## config.mk

```make
export PLATFORM = sky130hd
export DESIGN_NAME = max_pool_2x2
export DESIGN_NICKNAME = d
export VERILOG_FILES = /design/src/rtl/cnn_pkg.sv /design/src/rtl/pool_line_buf.sv /design/src/rtl/max_pool_2x2.sv
export SDC_FILE = /design/constraint.sdc
export NUM_CORES = 1
export LEC_CHECK = 0
export CORE_ASPECT_RATIO = 1.1
export CORE_UTILIZATION = 55
export CTS_CLUSTER_DIAMETER = 200
export DETAILED_ROUTE_END_ITERATION = 8
export GPL_TIMING_DRIVEN = 0
export HOLD_SLACK_MARGIN = 0.08
export PLACE_DENSITY = 0.85
export RECOVER_POWER = 100
export SETUP_SLACK_MARGIN = 0.1
export SYNTH_ARGS = -nofsm -noshare
export SYNTH_HDL_FRONTEND = slang
export SYNTH_SLANG_ARGS = --single-unit
```

## constraint.sdc

```tcl
create_clock -name clk -period 4.05 [get_ports clk]
set_clock_uncertainty 0.15 [all_clocks]
set_input_delay 1.215 -clock clk [delete_from_list [all_inputs] [get_ports clk]]
set_output_delay 1.215 -clock clk [all_outputs]
set_load 0.005 [all_outputs]
```

## src/rtl/cnn_pkg.sv

```systemverilog
// Shared CNN datapath definitions: pixel width, Q-format and signed pixel type
// used by leaky_relu and max_pool_2x2.
package cnn_pkg;

  localparam int DATA_W = 8;
  localparam int FRAC   = 4;

  typedef logic signed [DATA_W-1:0] pixel_t;

  function automatic pixel_t pixel_max(input pixel_t a, input pixel_t b);
    return (a > b) ? a : b;
  endfunction

endpackage

```

## src/rtl/pool_line_buf.sv

```systemverilog
// Half-width line buffer for 2x2 pooling: stores per-column-pair maxima of the
// even row. One synchronous write port, one combinational read port.
module pool_line_buf #(
  parameter int DATA_W = 8,
  parameter int DEPTH  = 4,
  parameter int IDX_W  = (DEPTH > 1) ? $clog2(DEPTH) : 1
) (
  input  logic              clk,
  input  logic              we,
  input  logic [IDX_W-1:0]  waddr,
  input  logic [DATA_W-1:0] wdata,
  input  logic [IDX_W-1:0]  raddr,
  output logic [DATA_W-1:0] rdata
);

  logic [DEPTH-1:0][DATA_W-1:0] mem;

  // Contents are don't-care after reset: every slot is rewritten on the even
  // row before it is read on the following odd row.
  always_ff @(posedge clk) begin
    if (we) mem[waddr] <= wdata;
  end

  assign rdata = mem[raddr];

endmodule

```

## src/rtl/max_pool_2x2.sv

```systemverilog
// Streaming 2x2 stride-2 signed max pooling over a raster-order pixel stream,
// one pooled pixel per window with a frame-end marker.
module max_pool_2x2 #(
  parameter int DATA_W = cnn_pkg::DATA_W,
  parameter int IMG_W  = 8,
  parameter int IMG_H  = 8
) (
  input  logic              clk,
  input  logic              rst_n,
  input  logic [DATA_W-1:0] in_data,
  input  logic              in_valid,
  output logic [DATA_W-1:0] out_data,
  output logic              out_valid,
  output logic              out_last
);

  localparam int COL_W = $clog2(IMG_W);
  localparam int ROW_W = $clog2(IMG_H);
  localparam int LB_D  = IMG_W / 2;
  localparam int IDX_W = (LB_D > 1) ? $clog2(LB_D) : 1;

  logic [COL_W-1:0] col, col_half;
  logic [ROW_W-1:0] row;
  logic [IDX_W-1:0] lb_idx;
  logic signed [DATA_W-1:0] px, hold, lb_rd, pair_max, win_max;
  logic col_end, row_end, lb_we, win_done;

  function automatic logic signed [DATA_W-1:0] smax(
    input logic signed [DATA_W-1:0] a,
    input logic signed [DATA_W-1:0] b
  );
    return (a > b) ? a : b;
  endfunction

  assign px       = in_data;
  assign col_end  = (col == COL_W'(IMG_W - 1));
  assign row_end  = (row == ROW_W'(IMG_H - 1));
  assign col_half = col >> 1;
  assign lb_idx   = col_half[IDX_W-1:0];

  // Even row stores the pair max; odd row folds it into the window result.
  assign pair_max = smax(hold, px);
  assign win_max  = smax(pair_max, lb_rd);
  assign lb_we    = in_valid & col[0] & ~row[0];
  assign win_done = in_valid & col[0] & row[0];

  pool_line_buf #(
    .DATA_W (DATA_W),
    .DEPTH  (LB_D),
    .IDX_W  (IDX_W)
  ) u_line_buf (
    .clk   (clk),
    .we    (lb_we),
    .waddr (lb_idx),
    .wdata (pair_max),
    .raddr (lb_idx),
    .rdata (lb_rd)
  );

  always_ff @(posedge clk or negedge rst_n) begin
    if (!rst_n) begin
      col       <= '0;
      row       <= '0;
      hold      <= '0;
      out_data  <= '0;
      out_valid <= 1'b0;
      out_last  <= 1'b0;
    end else begin
      out_valid <= 1'b0;
      out_last  <= 1'b0;
      if (in_valid) begin
        if (col_end) begin
          col <= '0;
          row <= row_end ? '0 : row + 1'b1;
        end else begin
          col <= col + 1'b1;
        end
        if (!col[0]) hold <= px;
      end
      if (win_done) begin
        out_data  <= win_max;
        out_valid <= 1'b1;
        out_last  <= col_end & row_end;
      end
    end
  end

endmodule

```

After elaboration in Yosys (flattened, before gate mapping). Index checks and enable logic that the tools add are counted. W data, S select, Z words.

Logic and storage cells: 38. Bits of input ports: 11. Bits in registers: 56.

Mux-type cells: 11. Add/sub/neg operators: 2. Equality and inequality tests: 2. Bitwise logic cells: 6. $lt $le $gt $ge: 4. Reduce and logical (&&, ||, !) cells: 3.

Operator list (count): $bwmux W32 (1); $mux W8 (4); $bmux W8 S2 (1); $demux W8 S2 (1); $gt A8 B8 Y1 (2); $add A3 B1 Y3 const B (2); $eq A3 B3 Y1 const B (2); $mux W3 (2); $and A1 B1 Y1 (4); $reduce_and A2 Y1 (2); $lt A2 B3 Y1 const B (1); $ge A2 B1 Y1 const B (1); $mux W1 (2); $not A1 Y1 (2); $logic_and A1 B1 Y1 (1).

Longest topological paths before layout. Gate-level depths: netlist (run 1).

Depth in word-level cells: 5. Mapped depth: 15. Gate-level depth less buffers: 15.

Hierarchy. From an unflattened synthesis (run 1), not the netlist that was laid out.

Cells, all modules: 201. Area total of the unflattened synthesis: 2678.8 µm².

Modules (own cells, without submodules): max_pool_2x2 (sequential area each 600.6 µm², cells each 155, times used 1, area an instance 1490.2 µm²); pool_line_buf (sequential area each 960.9 µm², cells each 46, times used 1, area an instance 1188.6 µm²).

Worst setup path after synthesis (run 1). OpenSTA, ideal clock, no wires.

Path kind: input-to-reg. Start: in in_data[7]. End: reg out_data[1]. Slack: -366 ps. Arrival: 4139 ps. Stages: 14. Cell sequence: inv_1 ha_1 nand4_1 o32ai_1 a31oi_1 a21oi_4 mux2_2 ha_1 nand4_1 o221ai_1 o21ai_0 a41oi_2 nor2_1 a221o_2.

Word-level cells in the longest chain between the ends: 4.

Ends and longest elaborated chain: start, declared (RTL line max_pool_2x2.sv:10) `input logic [DATA_W-1:0] in_data,`; $gt A8 B8 Y1 (RTL line max_pool_2x2.sv:32) `return (a > b) ? a : b;`; $mux W8 (RTL line max_pool_2x2.sv:32); named net pair_max[5] (RTL line max_pool_2x2.sv:25) `logic signed [DATA_W-1:0] px, hold, lb_rd, pair_max, win_max;`; $gt A8 B8 Y1 (RTL line max_pool_2x2.sv:32); $mux W8 (RTL line max_pool_2x2.sv:32); end signal, assigned (RTL line max_pool_2x2.sv:81) `out_data <= win_max;`; end, declared (RTL line max_pool_2x2.sv:12) `output logic [DATA_W-1:0] out_data,`.

The timed path passes the listed nets, and every way through them passes these cells. A chain may end at the register's enable or synchronous reset.

Worst setup path in the final report (run 1).
Start: in in_data[6]. End: reg out_data[5].

Word-level cells in the longest chain between the ends: 4.

Ends and longest elaborated chain (RTL line): $gt A8 B8 Y1 (*) (max_pool_2x2.sv:32); $mux W8 (*) (max_pool_2x2.sv:32); named net pair_max[5] (max_pool_2x2.sv:25); $gt A8 B8 Y1 (max_pool_2x2.sv:32); $mux W8 (*) (max_pool_2x2.sv:32).

The timed path passes the listed nets; every way through them passes the cells marked *.

==> results by group, run 1 <==
GRT
  • First-pass GRT wire length: 8.68 mm
  • Overflow after GRT: 0
  • Pin count of the biggest net entering global routing: 25
  • Vias in the first global route: about 1800
  • Total global-route track usage: around 24%
  • Initial antenna violation count: 0

Placed design
  • Placed Instances: around 270
  • Pre-CTS setup slack: -1210 ps
  • GP Congestion: around 0.80
  • HPWL Detailed: between 3 and 4 mm
  • Port bufs: 19

Detailed routing
  • First-pass iteration count of the detailed router: 4
  • Final ANT Viol Nets: 0
  • Vias per inst: between 6 and 7
  • Drt initial violations: 70
  • DRC Markers: 0
  • Final wirelength: approximately 5.7 mm
  • WL/cell: around 19 um
  • Vias: 1821

Clocking
  • Htree depth: 2
  • Clock buffer count from CTS: 5
  • Sink Count: 56
  • Cts hold-fix bufs: 0
  • Later-pin clock latency in the skew report: approximately 310 ps
  • Clock Pin Slew Worst Setup and Hold Paths: roughly 100 ps
  • Clock buffer depth: 2
  • CTS root buf: clkbuf_8
  • TritonCTS clock tree: done

Logic synthesis
  • Yosys warnings: 0
  • Commonest register cell after synthesis: edfxtp_1
  • Register area share after synthesis: 58.0%
  • EDFF count, synth: 32
  • Mapped Cells: around 190
  • Area contributors post-synth: edfxtp_1 (36%), dfrtp_1 (22%), ha_1 (9.3%), mux4_2 (6.7%), mux2_2 (5.0%)
  • Yosys reg bits: 56
  • Mean Syn Cell Area: around 14 sq um
  • Yosys top cell area share: 35.7%
  • Fraction of registers with async set or reset after synthesis: roughly 43%
  • Post-synth cell types: 30
  • Area leader, netlist: edfxtp_1
  • Post-Synthesis Cell Area: 2690 sq um
  • Net count after synthesis: between 200 and 250

Floorplanning
  • Die width: a little under 70 um
  • Ports: 21
  • Std-Cell Rows: 26
  • Initial Util: ~58%
  • Core Footprint: 4680 sq um
  • Die Y: ~75 um
  • Die area: between 5000 and 6000 sq um

Finish
  • Share of cells above drive strength 1: between 40% and 50%
  • Final Net Count: about 270
  • Number of cells in the finished layout apart from fillers: around 300
  • Diode count: 0
  • Layout area overhead: 33.2%
  • Fin util: ~77%
  • Fill cell count: 300

Setup path
  • Crit path max fanout: 5
  • Slowest cell on crit path: mux2_4
  • Crit start category: input pin
  • Critical path class: input pin to flop
  • Top delay family on crit path: compound AO/OA/AOI/OAI gates
  • Crit path largest cell delay: about 330 ps
  • Crit-path cells: buf_8 > inv_6 > ha_4 > nand4_1 > o32ai_2 > a31oi_2 > a21oi_4 > buf_12 > mux2_4 > ha_4 > nand4_1 > o221ai_2 > a41oi_4 > buf_6 > and3_4 > a221o_2
  • Critical Path End Type: flop
  • CP Buf/Inv Count: 4
  • Worst EP required: between 4000 and 5000 ps
  • Worst path arrival time: 4350 ps

Timing
  • Sum Neg Setup Slack: -1460 ps
  • Final WS setup: -248 ps
  • Min cycle time layout: roughly 4300 ps
  • Max-slew headroom: -14.3%
  • Hold Fails Final Rpt: 0
  • Tightest Pin Transition: between 1500 and 2000 ps
  • Max Clk Rate: roughly 0.23 GHz
  • RSZ-0062 raised after global routing: true
  • Count of final max-slew check failures: 18
  • Period utilization: 106%
  • Setup-failing EPs final: 8

Status
  • Failing checks: capacitance limit, slew limit, setup timing
  • Outcome: complete, but fails checks

Pwr
  • Pwr Total: about 2700 uW
  • PD cells: 765 nW/um^2
  • Lkg Pwr: between 0.001 and 0.0015 uW
  • Peak supply drop: 0.368 mV

Run
  • Maxcap violations: 2

Worst hold path
  • Hold crit path type: flop to flop
report_power, final:
part	internal [uW]	total [uW]	switching, uW
registers	783	876	93.4
clock network	121	298	177
logic	831	1570	739
total	1740	2740	1010
cells in the final DEF (no fill, tap or decap), types with 3 or more instances in the layout:
| cell type | instances |
|---|---|
| edfxtp_1 | 32 |
| ha_4 | 14 |
| dfrtp_1 | 24 |
| inv_2 | 3 |
| clkbuf_8 | 5 |
| a21oi_1 | 4 |
| o21ai_0 | 10 |
| ha_1 | 5 |
| mux2_2 | 5 |
| a221o_2 | 7 |
| clkbuf_1 | 5 |
| mux4_2 | 8 |
| mux2_4 | 7 |
| dlygate4sd3_1 | 11 |
| and3_1 | 9 |
| buf_8 | 3 |
| nand2_1 | 11 |
| inv_1 | 14 |
| inv_6 | 3 |
| buf_4 | 18 |
layer usage:
layer | wire, um | GRT usage, % | vias up
met5 | 0 | 0 | -
met4 | 138 | 12.5 | 0
met3 | 268 | 4.79 | 13
met2 | 3020 | 40.3 | 56
met1 | 2260 | 29.4 | 915
li1 | - | - | 837
kinds of logic after synthesis:
| group | after synthesis | share of synthesized area, % |
|---|---|---|
| flops | 56 | 58.0 |
| simple gates | 38 | 7.25 |
| compound gates | 33 | 9.57 |
| buf+inv | 26 | 3.67 |
| mux | 21 | 12.3 |
| fa+ha+maj | 20 | 9.29 |
registers in the layout, indices dropped and copies added, names as in the netlist:
name,flops
out_last,1
out_valid,1
u_line_buf.mem,32
row,3
col,3
hold,8
out_data,8
path summary, 6_finish.rpt:
kind	startpoint	end	slack [ps]	cells past startpoint
worst max-delay path	in_data[6]	out_data[5]$_DFFE_PN0P_	-250	16
worst min-delay path	out_data[6]$_DFFE_PN0P_	out_data[6]$_DFFE_PN0P_	360	1
worst max register to register	hold[6]$_DFFE_PN0P_	out_data[5]$_DFFE_PN0P_	300	14
worst min register to register	out_data[6]$_DFFE_PN0P_	out_data[6]$_DFFE_PN0P_	360	1
max in group asynchronous	rst_n	hold[7]$_DFFE_PN0P_	1710	1
min in group asynchronous	rst_n	out_data[5]$_DFFE_PN0P_	1390	1
what timing repair did:
item / 4_1_cts / 5_1_grt
buffers inserted: 14 / 6
setup endpoints to repair: 8 / 8
resized for setup: 49 / 12
pin swaps: 27 / 11
cloned: 2 / 0
worst register-to-register path: stages (launching register included):
cell,delay (ps)
dfrtp_1,440
ha_4,280
nand4_1,140
o32ai_2,310
a31oi_2,90
a21oi_4,180
buf_12,150
mux2_4,330
ha_4,280
nand4_1,170
o221ai_2,310
a41oi_4,220
buf_6,160
and3_4,160
a221o_2,290
stage by stage:
stage | hold slack, ps | cell area, sq um
global placement | 342 | 3190
floorplan | 333 | 2930
CTS | 374 | 3520
detailed placement | 353 | 3200
finish | 363 | 3590
global route | 384 | 3590
synthesized netlist by cell type, drive strengths merged, types with 2 or more instances:
master,instances
a21o,2
a21oi,6
a221o,8
a41oi,2
and3,11
clkbuf,4
dfrtp,24
edfxtp,32
ha,20
inv,21
mux2,13
mux4,8
nand2,13
nand2b,2
nand3,2
nand4,2
nor2,3
nor4,2
o21ai,11
o221ai,2
layout make-up:
class | instances | area, sq um | share of cell area, %
Clock buffer | 6 | 72.6 | 2.02
Tap cell | 56 | 70.1 | 1.95
Buffer | 5 | 20.0 | 0.558
Clock inverter | 2 | 12.5 | 0.349
Multi-Input combinational cell | 113 | 1340 | 37.4
Sequential cell | 56 | 1560 | 43.5
Timing Repair Buffer | 40 | 402 | 11.2
Inverter | 21 | 106 | 2.96
No activity file was read; power rests on OpenSTA's default activity.
==> run 2, diff against run 1 <==
--- a/config.mk
+++ b/config.mk
@@ -14,6 +14,8 @@
 export PLACE_DENSITY = 0.85
 export RECOVER_POWER = 100
 export SETUP_SLACK_MARGIN = 0.1
+export SKIP_CTS_REPAIR_TIMING = 1
 export SYNTH_ARGS = -nofsm -noshare
 export SYNTH_HDL_FRONTEND = slang
+export SYNTH_HIERARCHICAL = 1
 export SYNTH_SLANG_ARGS = --single-unit
==> run 2 against run 1 <==
The run ends with setup timing left. Combinational power is 19% lower. Power is 9.4% lower. Register-to-register slack improved by 40 ps. Core utilization is 4.3 points lower. First-iteration DRC count is 31% higher. Count of clock-buffer cells in the layout down 1. Clock power up 6%. Critical path type unchanged.
==> results by group, run 2 <==
Floorplanning
  • Initial Util: between 50% and 60%
  • Die width: between 60 and 70 um
  • Core Footprint: 4650 sq um
  • Ports: 21
  • Std-Cell Rows: 26
  • Die area: about 5200 sq um
  • Die Y: 75.2 um

Setup path
  • Slowest cell on crit path: or4b_4
  • R2r setup slk: between 300 and 400 ps
  • R2R cell count: 14
  • CP startpoint: in_data[7]
  • Reg2reg end: out_data[3]$_DFFE_PN0P_
  • Critical path class: input pin to flop
  • Crit path largest cell delay: about 550 ps
  • Crit start category: input pin
  • FF-to-FF Start: hold[5]$_DFFE_PN0P_
  • Critical Path End Type: flop
  • Most used cell, CP: nand4_1
  • Top delay family on crit path: compound AO/OA/AOI/OAI gates
  • WP depth: 16
  • Worst EP required: a little over 4000 ps
  • Crit path max fanout: 7
  • Worst setup path endpoint: out_data[3]$_DFFE_PN0P_
  • Worst path arrival time: approximately 4300 ps
  • CP Buf/Inv Count: 4
  • Crit-path cells: buf_12 > inv_12 > ha_4 > nand4_1 > o32ai_2 > a31oi_2 > a21oi_4 > mux2i_2 > inv_2 > ha_1 > or4b_4 > a21oi_2 > o221ai_2 > nand4_1 > buf_6 > o221ai_1

Detailed routing
  • Met3 routed wirelength: just under 200 um
  • DRC Markers: 0
  • DR WL met2: ~3.2 mm
  • First-pass iteration count of the detailed router: 4
  • Vias: 1781
  • WL/cell: about 20 um
  • Top Layer Used: met4
  • Drt initial violations: 92
  • Final wirelength: roughly 6 mm
  • Vias per inst: around 6
  • Final ANT Viol Nets: 0
  • DRT met1 WL: approximately 2.2 mm

Run
  • Maxcap violations: 0

Logic synthesis
  • Net count after synthesis: 232
  • Post-synth cell types: 29
  • Area contributors post-synth: edfxtp_1 (36%), dfrtp_1 (22%), ha_1 (9.3%), mux4_2 (6.7%), inv_1 (3.9%)
  • Post-Synthesis Cell Area: between 2000 and 3000 sq um
  • Yosys reg bits: 56
  • EDFF count, synth: 32
  • Most frequent cells after synthesis: edfxtp_1 (32), inv_1 (28), dfrtp_1 (24)
  • Mapped Cells: approximately 200
  • Most instantiated library cell after synthesis: edfxtp_1
  • Register area share after synthesis: roughly three fifths
  • Yosys top cell area share: ~36%
  • Commonest register cell after synthesis: edfxtp_1
  • Fraction of registers with async set or reset after synthesis: between 40% and 50%
  • Yosys warnings: 6
  • Area leader, netlist: edfxtp_1
  • Mean Syn Cell Area: about 13 sq um

GRT
  • Initial antenna violation count: 0
  • Overflow after GRT: 0
  • First-pass GRT wire length: approximately 8 mm
  • Pin count of the biggest net entering global routing: 25
  • Vias in the first global route: between 1500 and 2000
  • Total global-route track usage: between 20 and 25%

Timing
  • Final WS setup: -186 ps
  • Min cycle time layout: between 4000 and 5000 ps
  • Period utilization: 105%
  • Setup-failing EPs final: 8
  • Count of final max-slew check failures: 0
  • Max-slew headroom: about 14%
  • Sum Neg Setup Slack: -1270 ps
  • Hold Fails Final Rpt: 0
  • Max Clk Rate: 0.236 GHz
  • Tightest Pin Transition: around 1300 ps
  • RSZ-0062 raised after global routing: true

Finish
  • Fill cell count: ~280
  • Registers with the most flip-flops: u_line_buf/mem: 32 flops, hold: 8 flops, out_data: 8 flops
  • Reg with most FFs: u_line_buf/mem
  • Number of cells in the finished layout apart from fillers: around 300
  • Final Net Count: ~270
  • Share of cells above drive strength 1: 36.4%
  • Layout area overhead: 25.6%
  • Most frequent cells in the layout: edfxtp_1 (32), dfrtp_1 (24), nand2_1 (20), buf_4 (15), inv_1 (14)
  • Post-route cell area: 3370 sq um
  • Largest register FFs: 32
  • Diode count: 0
  • Commonest non-fill, non-tap cell in the layout: edfxtp_1

Placed design
  • Placement Cell Area: slightly above 3000 sq um
  • HPWL Detailed: 3.74 mm
  • GP Congestion: 0.812
  • Pre-CTS setup slack: -1250 ps
  • Placed Instances: 276
  • Port bufs: 19

Pwr
  • Lkg Pwr: about 0.0014 uW
  • Pwr Total: 2490 uW
  • Peak supply drop: between 0.4 and 0.5 mV
  • PD cells: 739 nW/um^2

Clocking
  • Clock Pin Slew Worst Setup and Hold Paths: approximately 100 ps
  • Htree depth: 2
  • TritonCTS clock tree: done
  • Clock buffer count from CTS: 5
  • Later-pin clock latency in the skew report: 320 ps
  • CTS root buf: clkbuf_8
  • Sink Count: 56
  • Clock buffer depth: 2

Worst hold path
  • Worst Hold Depth: 2
  • Hold crit path type: flop to flop

Status
  • Outcome: complete, but fails checks
  • Failing checks: setup timing
-- run 2: metrics by stage --
| step | hold WS (ps) | utilization, % |
|---|---|---|
| after floorplan | 330 | - |
| after global routing | 380 | 72.4 |
| after detailed placement | 333 | 65.5 |
| after global placement | 333 | 65.5 |
| after CTS | 356 | 67.5 |
| final | 351 | 72.4 |
-- run 2: worst register-to-register path, stage by stage (launching register included) --
cell      delay (ps)
dfrtp_1          450
ha_4             300
nand4_1          120
o32ai_2          240
a31oi_2           80
a21oi_4          300
mux2i_2          320
inv_2             70
ha_1             200
or4b_4           550
a21oi_2          180
o221ai_2         150
nand4_1          170
buf_6            160
o221ai_1         140
-- run 2: layout make-up --
type                            instances  area (sq um)  area share [%]
Clock inverter                          3          26.3           0.781
Tap cell                               56          70.1            2.08
Multi-Input combinational cell        112          1180            35.0
Sequential cell                        56          1560            46.4
Clock buffer                            5          68.8            2.04
Timing Repair Buffer                   33           308            9.14
Buffer                                  5          27.5           0.818
Inverter                               28           125            3.72
-- run 2: kinds of logic after synthesis --
family	synth area share [%]
DFF	58.3
and+or+nand+nor	7.43
buffers and inverters	4.95
AOI/OAI and AO/OA	8.17
muxes	11.8
adders and majority gates	9.34
-- run 2: worst min path at each step --
stage                             from                       to  slack, ps
5_1_grt        out_data[0]$_DFFE_PN0P_  out_data[0]$_DFFE_PN0P_        380
3_3_place_gp   out_data[0]$_DFFE_PN0P_  out_data[0]$_DFFE_PN0P_        330
4_1_cts        out_data[0]$_DFFE_PN0P_  out_data[0]$_DFFE_PN0P_        360
2_1_floorplan  out_data[1]$_DFFE_PN0P_  out_data[1]$_DFFE_PN0P_        330
6_report       out_data[0]$_DFFE_PN0P_  out_data[0]$_DFFE_PN0P_        350
3_5_place_dp   out_data[0]$_DFFE_PN0P_  out_data[0]$_DFFE_PN0P_        330
-- run 2: per-layer routing --
| layer | GRT usage, % | vias to the layer above |
|---|---|---|
| met4 | 10.6 | 0 |
| met2 | 37.7 | 49 |
| met1 | 27.0 | 893 |
| met3 | 4.70 | 14 |
| li1 | - | 825 |
| met5 | 0 | - |
-- run 2: report_power, final --
| group | total, uW | leakage, uW | internal [uW] | switching (uW) |
|---|---|---|---|---|
| Combinational | 1270 | 0.000772 | 607 | 660 |
| Clock | 317 | 0.0000487 | 126 | 191 |
| Sequential | 904 | 0.000592 | 793 | 111 |
| Total | 2490 | 0.00141 | 1530 | 961 |
